$ cat config.mk
export PLATFORM = sky130hd
export DESIGN_NAME = matmul_sequencer
export DESIGN_NICKNAME = d
export VERILOG_FILES = /design/src/rtl/matmul_pkg.sv /design/src/rtl/matmul_mac.sv /design/src/rtl/matmul_sequencer.sv
export SDC_FILE = /design/constraint.sdc
export NUM_CORES = 2
export LEC_CHECK = 0
export BUFFER_PORTS_ARGS = -buffer_cell sky130_fd_sc_hd__buf_4
export CAP_MARGIN = 20
export CORE_MARGIN = 2
export CORE_UTILIZATION = 55
export CTS_CLUSTER_DIAMETER = 40
export CTS_CLUSTER_SIZE = 14
export DETAILED_ROUTE_END_ITERATION = 12
export PLACE_DENSITY = 0.74
export SLEW_MARGIN = 20
export SYNTH_ARGS = -nofsm -noshare
export SYNTH_HDL_FRONTEND = slang
export SYNTH_SLANG_ARGS = --single-unit
$ cat constraint.sdc
create_clock -name clk -period 10.55 [get_ports clk]
set_input_delay 0.5275 -clock clk [delete_from_list [all_inputs] [get_ports clk]]
set_output_delay 0.5275 -clock clk [all_outputs]
set_load 0.01 [all_outputs]
$ cat src/rtl/matmul_pkg.sv
// Shared types and constants for the matrix-multiply sequencer.
package matmul_pkg;

    typedef enum logic [2:0] {
        ST_IDLE  = 3'd0,
        ST_READ  = 3'd1,
        ST_DRAIN = 3'd2,
        ST_WRITE = 3'd3,
        ST_FIN   = 3'd4
    } matmul_state_t;

    // Word addresses below this limit belong to the MMIO register block.
    localparam int unsigned MMIO_LIMIT       = 32'h1000;
    // MMIO word address of the MATMUL trigger flag, used by the integrating block.
    localparam int unsigned MMIO_MATMUL_FLAG = 32'hA00;

endpackage

$ cat src/rtl/matmul_mac.sv
// Registered signed multiply-accumulate; the sum wraps modulo 2^ACC_WIDTH.
module matmul_mac #(
    parameter int DATA_WIDTH = 32,
    parameter int ACC_WIDTH  = 64
) (
    input  logic                  clk,
    input  logic                  rst_n,
    input  logic                  i_clear,
    input  logic                  i_en,
    input  logic [DATA_WIDTH-1:0] i_a,
    input  logic [DATA_WIDTH-1:0] i_b,
    output logic [DATA_WIDTH-1:0] o_result
);

    logic signed [2*DATA_WIDTH-1:0] w_prod;
    logic signed [ACC_WIDTH-1:0]    r_acc;

    assign w_prod   = $signed(i_a) * $signed(i_b);
    assign o_result = r_acc[DATA_WIDTH-1:0];

    // Accumulate sign-extended products; clear takes priority over enable.
    always_ff @(posedge clk or negedge rst_n) begin
        if (!rst_n) begin
            r_acc <= '0;
        end else if (i_clear) begin
            r_acc <= '0;
        end else if (i_en) begin
            r_acc <= r_acc + ACC_WIDTH'(w_prod);
        end
    end

endmodule

$ cat src/rtl/matmul_sequencer.sv
// Sequences one C = A x B job over a dual-port SRAM: port A reads A and
// writes C, port B reads B. Addresses come from incremental pointers.
//
// state    | meaning
// ---------+-----------------------------------------------------------
// ST_IDLE  | waiting for start; config latched and checked on start
// ST_READ  | issue A[i][k] / B[k][j] reads, k = 0..N-1
// ST_DRAIN | last read data returns and is accumulated
// ST_WRITE | write truncated C[i][j], advance j/i, clear accumulator
// ST_FIN   | one-cycle done pulse, back to idle
module matmul_sequencer
    import matmul_pkg::*;
#(
    parameter int DATA_WIDTH = 32,
    parameter int ADDR_WIDTH = 32,
    parameter int ACC_WIDTH  = 64
) (
    input  logic                  clk,
    input  logic                  rst_n,
    input  logic                  start,
    input  logic [ADDR_WIDTH-1:0] a_base,
    input  logic [ADDR_WIDTH-1:0] b_base,
    input  logic [ADDR_WIDTH-1:0] c_base,
    input  logic [DATA_WIDTH-1:0] dim_m,
    input  logic [DATA_WIDTH-1:0] dim_n,
    input  logic [DATA_WIDTH-1:0] dim_p,
    output logic                  busy,
    output logic                  done,
    output logic                  err,
    output logic [ADDR_WIDTH-1:0] mem_addr_a,
    output logic [ADDR_WIDTH-1:0] mem_addr_b,
    output logic                  mem_we_a,
    output logic [DATA_WIDTH-1:0] mem_wdata_a,
    output logic                  mem_we_b,
    input  logic [DATA_WIDTH-1:0] mem_q_a,
    input  logic [DATA_WIDTH-1:0] mem_q_b
);

    localparam logic [DATA_WIDTH-1:0] ONE_D = DATA_WIDTH'(1);
    localparam logic [ADDR_WIDTH-1:0] ONE_A = ADDR_WIDTH'(1);
    localparam logic [ADDR_WIDTH-1:0] MMIO_TOP = ADDR_WIDTH'(MMIO_LIMIT);

    matmul_state_t         r_state;
    logic                  r_busy, r_done, r_err, r_we, r_rd_v;
    logic [ADDR_WIDTH-1:0] r_addr_a, r_addr_b;
    logic [DATA_WIDTH-1:0] r_m, r_n, r_p;
    logic [DATA_WIDTH-1:0] r_i, r_j, r_k;
    logic [ADDR_WIDTH-1:0] r_b_base, r_a_row, r_b_col, r_c_ptr;

    logic                  w_zero_dim, w_mmio, w_mac_clear;
    logic                  w_last_k, w_last_j, w_last_i;
    logic [ADDR_WIDTH-1:0] w_next_a_row;
    logic [DATA_WIDTH-1:0] w_acc_lo;

    assign w_zero_dim   = (dim_m == '0) || (dim_n == '0) || (dim_p == '0);
    assign w_mmio       = (a_base < MMIO_TOP) || (b_base < MMIO_TOP) || (c_base < MMIO_TOP);
    assign w_last_k     = (r_k == r_n - ONE_D);
    assign w_last_j     = (r_j == r_p - ONE_D);
    assign w_last_i     = (r_i == r_m - ONE_D);
    assign w_next_a_row = r_a_row + ADDR_WIDTH'(r_n);
    // Accumulator is zeroed when a job is accepted and after every C write.
    assign w_mac_clear  = (r_state == ST_WRITE) || ((r_state == ST_IDLE) && start);

    assign busy        = r_busy;
    assign done        = r_done;
    assign err         = r_err;
    assign mem_addr_a  = r_addr_a;
    assign mem_addr_b  = r_addr_b;
    assign mem_we_a    = r_we;
    assign mem_wdata_a = w_acc_lo;
    assign mem_we_b    = 1'b0;

    matmul_mac #(
        .DATA_WIDTH (DATA_WIDTH),
        .ACC_WIDTH  (ACC_WIDTH)
    ) u_mac (
        .clk      (clk),
        .rst_n    (rst_n),
        .i_clear  (w_mac_clear),
        .i_en     (r_rd_v),
        .i_a      (mem_q_a),
        .i_b      (mem_q_b),
        .o_result (w_acc_lo)
    );

    // Job FSM with its counters, pointers and registered outputs.
    always_ff @(posedge clk or negedge rst_n) begin
        if (!rst_n) begin
            r_state  <= ST_IDLE;
            r_busy   <= 1'b0;
            r_done   <= 1'b0;
            r_err    <= 1'b0;
            r_we     <= 1'b0;
            r_rd_v   <= 1'b0;
            r_addr_a <= '0;
            r_addr_b <= '0;
            r_m      <= '0;
            r_n      <= '0;
            r_p      <= '0;
            r_i      <= '0;
            r_j      <= '0;
            r_k      <= '0;
            r_b_base <= '0;
            r_a_row  <= '0;
            r_b_col  <= '0;
            r_c_ptr  <= '0;
        end else begin
            r_done <= 1'b0;
            r_rd_v <= (r_state == ST_READ);
            case (r_state)
                ST_IDLE: begin
                    if (start) begin
                        r_m      <= dim_m;
                        r_n      <= dim_n;
                        r_p      <= dim_p;
                        r_b_base <= b_base;
                        r_a_row  <= a_base;
                        r_b_col  <= b_base;
                        r_c_ptr  <= c_base;
                        r_i      <= '0;
                        r_j      <= '0;
                        r_k      <= '0;
                        if (w_zero_dim) begin
                            r_err   <= 1'b0;
                            r_done  <= 1'b1;
                            r_state <= ST_FIN;
                        end else if (w_mmio) begin
                            r_err   <= 1'b1;
                            r_done  <= 1'b1;
                            r_state <= ST_FIN;
                        end else begin
                            r_err    <= 1'b0;
                            r_busy   <= 1'b1;
                            r_addr_a <= a_base;
                            r_addr_b <= b_base;
                            r_state  <= ST_READ;
                        end
                    end
                end
                ST_READ: begin
                    r_addr_a <= r_addr_a + ONE_A;
                    r_addr_b <= r_addr_b + ADDR_WIDTH'(r_p);
                    if (w_last_k) begin
                        r_k     <= '0;
                        r_state <= ST_DRAIN;
                    end else begin
                        r_k <= r_k + ONE_D;
                    end
                end
                ST_DRAIN: begin
                    r_we     <= 1'b1;
                    r_addr_a <= r_c_ptr;
                    r_state  <= ST_WRITE;
                end
                ST_WRITE: begin
                    r_we    <= 1'b0;
                    r_k     <= '0;
                    r_c_ptr <= r_c_ptr + ONE_A;
                    if (w_last_i && w_last_j) begin
                        r_busy  <= 1'b0;
                        r_done  <= 1'b1;
                        r_state <= ST_FIN;
                    end else if (w_last_j) begin
                        r_j      <= '0;
                        r_i      <= r_i + ONE_D;
                        r_a_row  <= w_next_a_row;
                        r_b_col  <= r_b_base;
                        r_addr_a <= w_next_a_row;
                        r_addr_b <= r_b_base;
                        r_state  <= ST_READ;
                    end else begin
                        r_j      <= r_j + ONE_D;
                        r_b_col  <= r_b_col + ONE_A;
                        r_addr_a <= r_a_row;
                        r_addr_b <= r_b_col + ONE_A;
                        r_state  <= ST_READ;
                    end
                end
                ST_FIN: begin
                    r_state <= ST_IDLE;
                end
                default: begin
                    r_state <= ST_IDLE;
                end
            endcase
        end
    end

endmodule

==> insert_results.sql <==
INSERT INTO impl_metrics (metric_group, metric, value, unit) VALUES
('run_status', 'run_status', 'complete, but fails checks', ''),
('run_status', 'failing_checks', 'hold timing', ''),
('placement', 'dp_worst_setup_slack', '2.08', 'ns'),
('route', 'drc', '0', ''),
('cells_and_area', 'postLayoutCoreUtil', '0.629', ''),
('setup_path', 'endpoint_kind', 'register', ''),
('flow_run', 'max-cap-violations', '0', ''),
('timing', 'fin_worst_hold_slack', '-0.00825', 'ns'),
('timing', 'final_max_slew_viol_count', '0', ''),
('setup_path', 'cpMostUsedCell', 'fa_1', ''),
('logic_synthesis', 'synthesis.area_per_instance', '8.39', 'µm²'),
('global_route', 'gr-max-usage-layer', 'met2', ''),
('die', 'placement_rows', '105', ''),
('logic_synthesis', 'post_synth_num_cell_types', '101', ''),
('die', 'core-area', '82000', 'µm²'),
('logic_synthesis', 'predominant_post_synthesis_flop_cell', 'dfrtp_1', ''),
('die', 'die-width', '291', 'µm'),
('cells_and_area', 'area_delta_synth_final', '13.5', '%'),
('route', 'vias', '40400', ''),
('timing', 'max_freq', '128', 'MHz'),
('setup_path', 'type_of_the_worst_setup_path', 'input pin to register', ''),
('route', 'drtAntennaViolNets', '0', ''),
('clock_network', 'clock_tree.root_cell', 'clkbuf_16', ''),
('min_path', 'holdCritPathClass', 'input pin to asynchronous set/reset pin', ''),
('timing', 'setup_ws', '2.76', 'ns'),
('route', 'drt_pre_antenna_iters', '6', ''),
('global_route', 'grt.met1_usage', '0.466', ''),
('global_route', 'global_route.usage.total', '0.343', ''),
('route', 'avgViaCountPerCell', '5.98', ''),
('setup_path', 'crit_buf_inv', '5', ''),
('logic_synthesis', 'count_of_flip_flops_with_a_built_in_enable_after_synthesis', '0', ''),
('logic_synthesis', 'ys_warn_count', '0', ''),
('logic_synthesis', 'syn-cell-area', '45400', 'µm²'),
('clock_network', 'clock_input_transition_at_the_sequential_cells_of_the_worst_setup_and_hold_paths', '0.05', 'ns'),
('setup_path', 'cp.arrival', '8.34', 'ns'),
('setup_path', 'worst-path-max-fanout', '29', ''),
('global_route', 'grt-ovfl-total', '0', ''),
('clock_network', 'clock-sinks', '424', ''),
('clock_network', 'clk_latency', '0.63', 'ns'),
('clock_network', 'post_cts_resized', '0', ''),
('logic_synthesis', 'synth_top_area_cell', 'dfrtp_1', ''),
('cells_and_area', 'share_of_layout_cells_above_drive_strength_1', '0.105', ''),
('route', 'drt-wirelength-per-cell', '21.4', 'µm'),
('logic_synthesis', 'async_flop_share', '1.00', ''),
('setup_path', 'cpMaxStageDelayCell', 'o41ai_1', ''),
('timing', 'timing_hold_violations_final', '4', ''),
('timing', 'clock-skew-final', '0.0300', 'ns'),
('die', 'dieHeight', '291', 'µm'),
('timing', 'least_margin_pin_slew', '1.19', 'ns'),
('cells_and_area', 'post_layout_nonfiller_instances', '6742', ''),
('global_route', 'via_count_of_the_first_global_routing_pass', '40000', ''),
('die', 'initial_utilization', '0.554', ''),
('clock_network', 'htreeDepth', '3', ''),
('setup_path', 'critical_path_required', '11.10', 'ns'),
('placement', 'post-place-cells', '6592', ''),
('cells_and_area', 'finalNetCount', '6525', ''),
('timing', 'period_needed', '7.79', 'ns'),
('clock_network', 'numCtsBuffers', '80', ''),
('clock_network', 'cts_buffer_depth', '3', ''),
('setup_path', 'startpoint_type', 'input pin', ''),
('clock_network', 'tritoncts_clock_tree', 'done', ''),
('global_route', 'globalRouteMet3Util', '0.0743', ''),
('logic_synthesis', 'synth.yosys.seq_area_share', '0.234', ''),
('timing', 'max-slew-margin-rel', '0.200', ''),
('timing', 'grt_setup_unrepaired', 'false', ''),
('global_route', 'maximum_number_of_pins_on_one_net_before_global_route_repair', '204', ''),
('placement', 'place_congestion', '0.986', ''),
('logic_synthesis', 'flops_latches_synth', '424', ''),
('placement', 'numPortBuffers', '358', ''),
('die', 'ioPinCount', '360', ''),
('setup_path', 'worst_path_dominant_cell_family', 'adder cells', '');
## per-layer routing
metal / wire length, µm / vias to the layer above
met5: 63 / -
met4: 6630 / 10
met3: 12800 / 357
met2: 65400 / 1711
met1: 59400 / 19900
li1: - / 18400
## stage by stage
step	hold WS [ns]	area (µm²)
floorplan	0.232	45400
global placement	0.459	48600
detailed placement	0.463	48600
CTS	0.00382	51600
global route	0.0650	51600
finish	-0.00825	51600
## synthesized netlist by cell type, drive strengths merged (13+ instances only)
cell type and count:
a211oi 53, and3 58, nand4 59, a21o 49
xor2 120, nor2 347, a31oi 39, nand3 117
xnor2 217, inv 603, and4 21, nand2b 27
o21ai 223, o22ai 20, a221oi 21, or2 17
and2 313, a222oi 15, nand3b 13, mux2i 64
nand2 906, a22oi 16, nor4 90, or3 45
o211ai 30, o21a 17, dfrtp 424, or4 22
nor3 88, ha 222, fa 440, o31ai 30
buf 43, clkbuf 238, nor2b 22, a21oi 191
## worst register-to-register path, cell delays in order, from the launching register on
cell and delay [ns]:
dfrtp_1 0.42, fa_1 0.51, fa_1 0.49, inv_1 0.05, fa_1 0.49, fa_1 0.49, inv_1 0.04, ha_1 0.28
ha_1 0.32, fa_1 0.53, inv_1 0.05, fa_1 0.53, inv_1 0.04, ha_1 0.34, a21o_1 0.19, a21oi_1 0.26
nor3b_1 0.42, a31oi_1 0.26, o41ai_1 0.80, o21ai_0 0.38, o221ai_1 0.33, o21ai_0 0.17, xnor2_1 0.14, a21oi_1 0.18
## final timing paths
check                           slack, ns  cells past startpoint               to       startpoint
worst min register to register       0.47                      2     r_b_base[19]     r_b_base[19]
max in group asynchronous            9.09                      2   u_mac.r_acc[6]            rst_n
worst max-delay path                 2.76                     25  u_mac.r_acc[31]       mem_q_b[3]
min in group clk                     0.09                      3           r_m[9]         dim_m[9]
worst min-delay path               -0.008                      1           r_m[8]            rst_n
worst max register to register       2.77                     23  u_mac.r_acc[31]  u_mac.r_acc[12]
## cells by family (layout without fill, tap and decap cells)
family                     Yosys count  in the layout  share of synthesized area
muxes                               70             70                     0.0156
buffers and inverters              886           1141                     0.0747
DFF                                424            424                      0.234
and+or+nand+nor                   2184           2184                      0.232
other                                1              2                  0.0000826
xor gates and xnor gates           337            337                     0.0650
adders and majority gates          662            662                      0.255
AOI/OAI and AO/OA                  852            852                      0.124
## final cells by class
type,count,area [µm²]
inverter,605,2270
clock inverter,53,743
tap,1070,1340
timing repair buffer,387,2950
fill,7106,30400
sequential,424,10600
antenna,1,2.50
clock buffer,96,2190
multi-input combinational,4106,31500
Power is not shown: default switching activity piles up to over one toggle a cycle in this logic, so the estimate is an artifact.
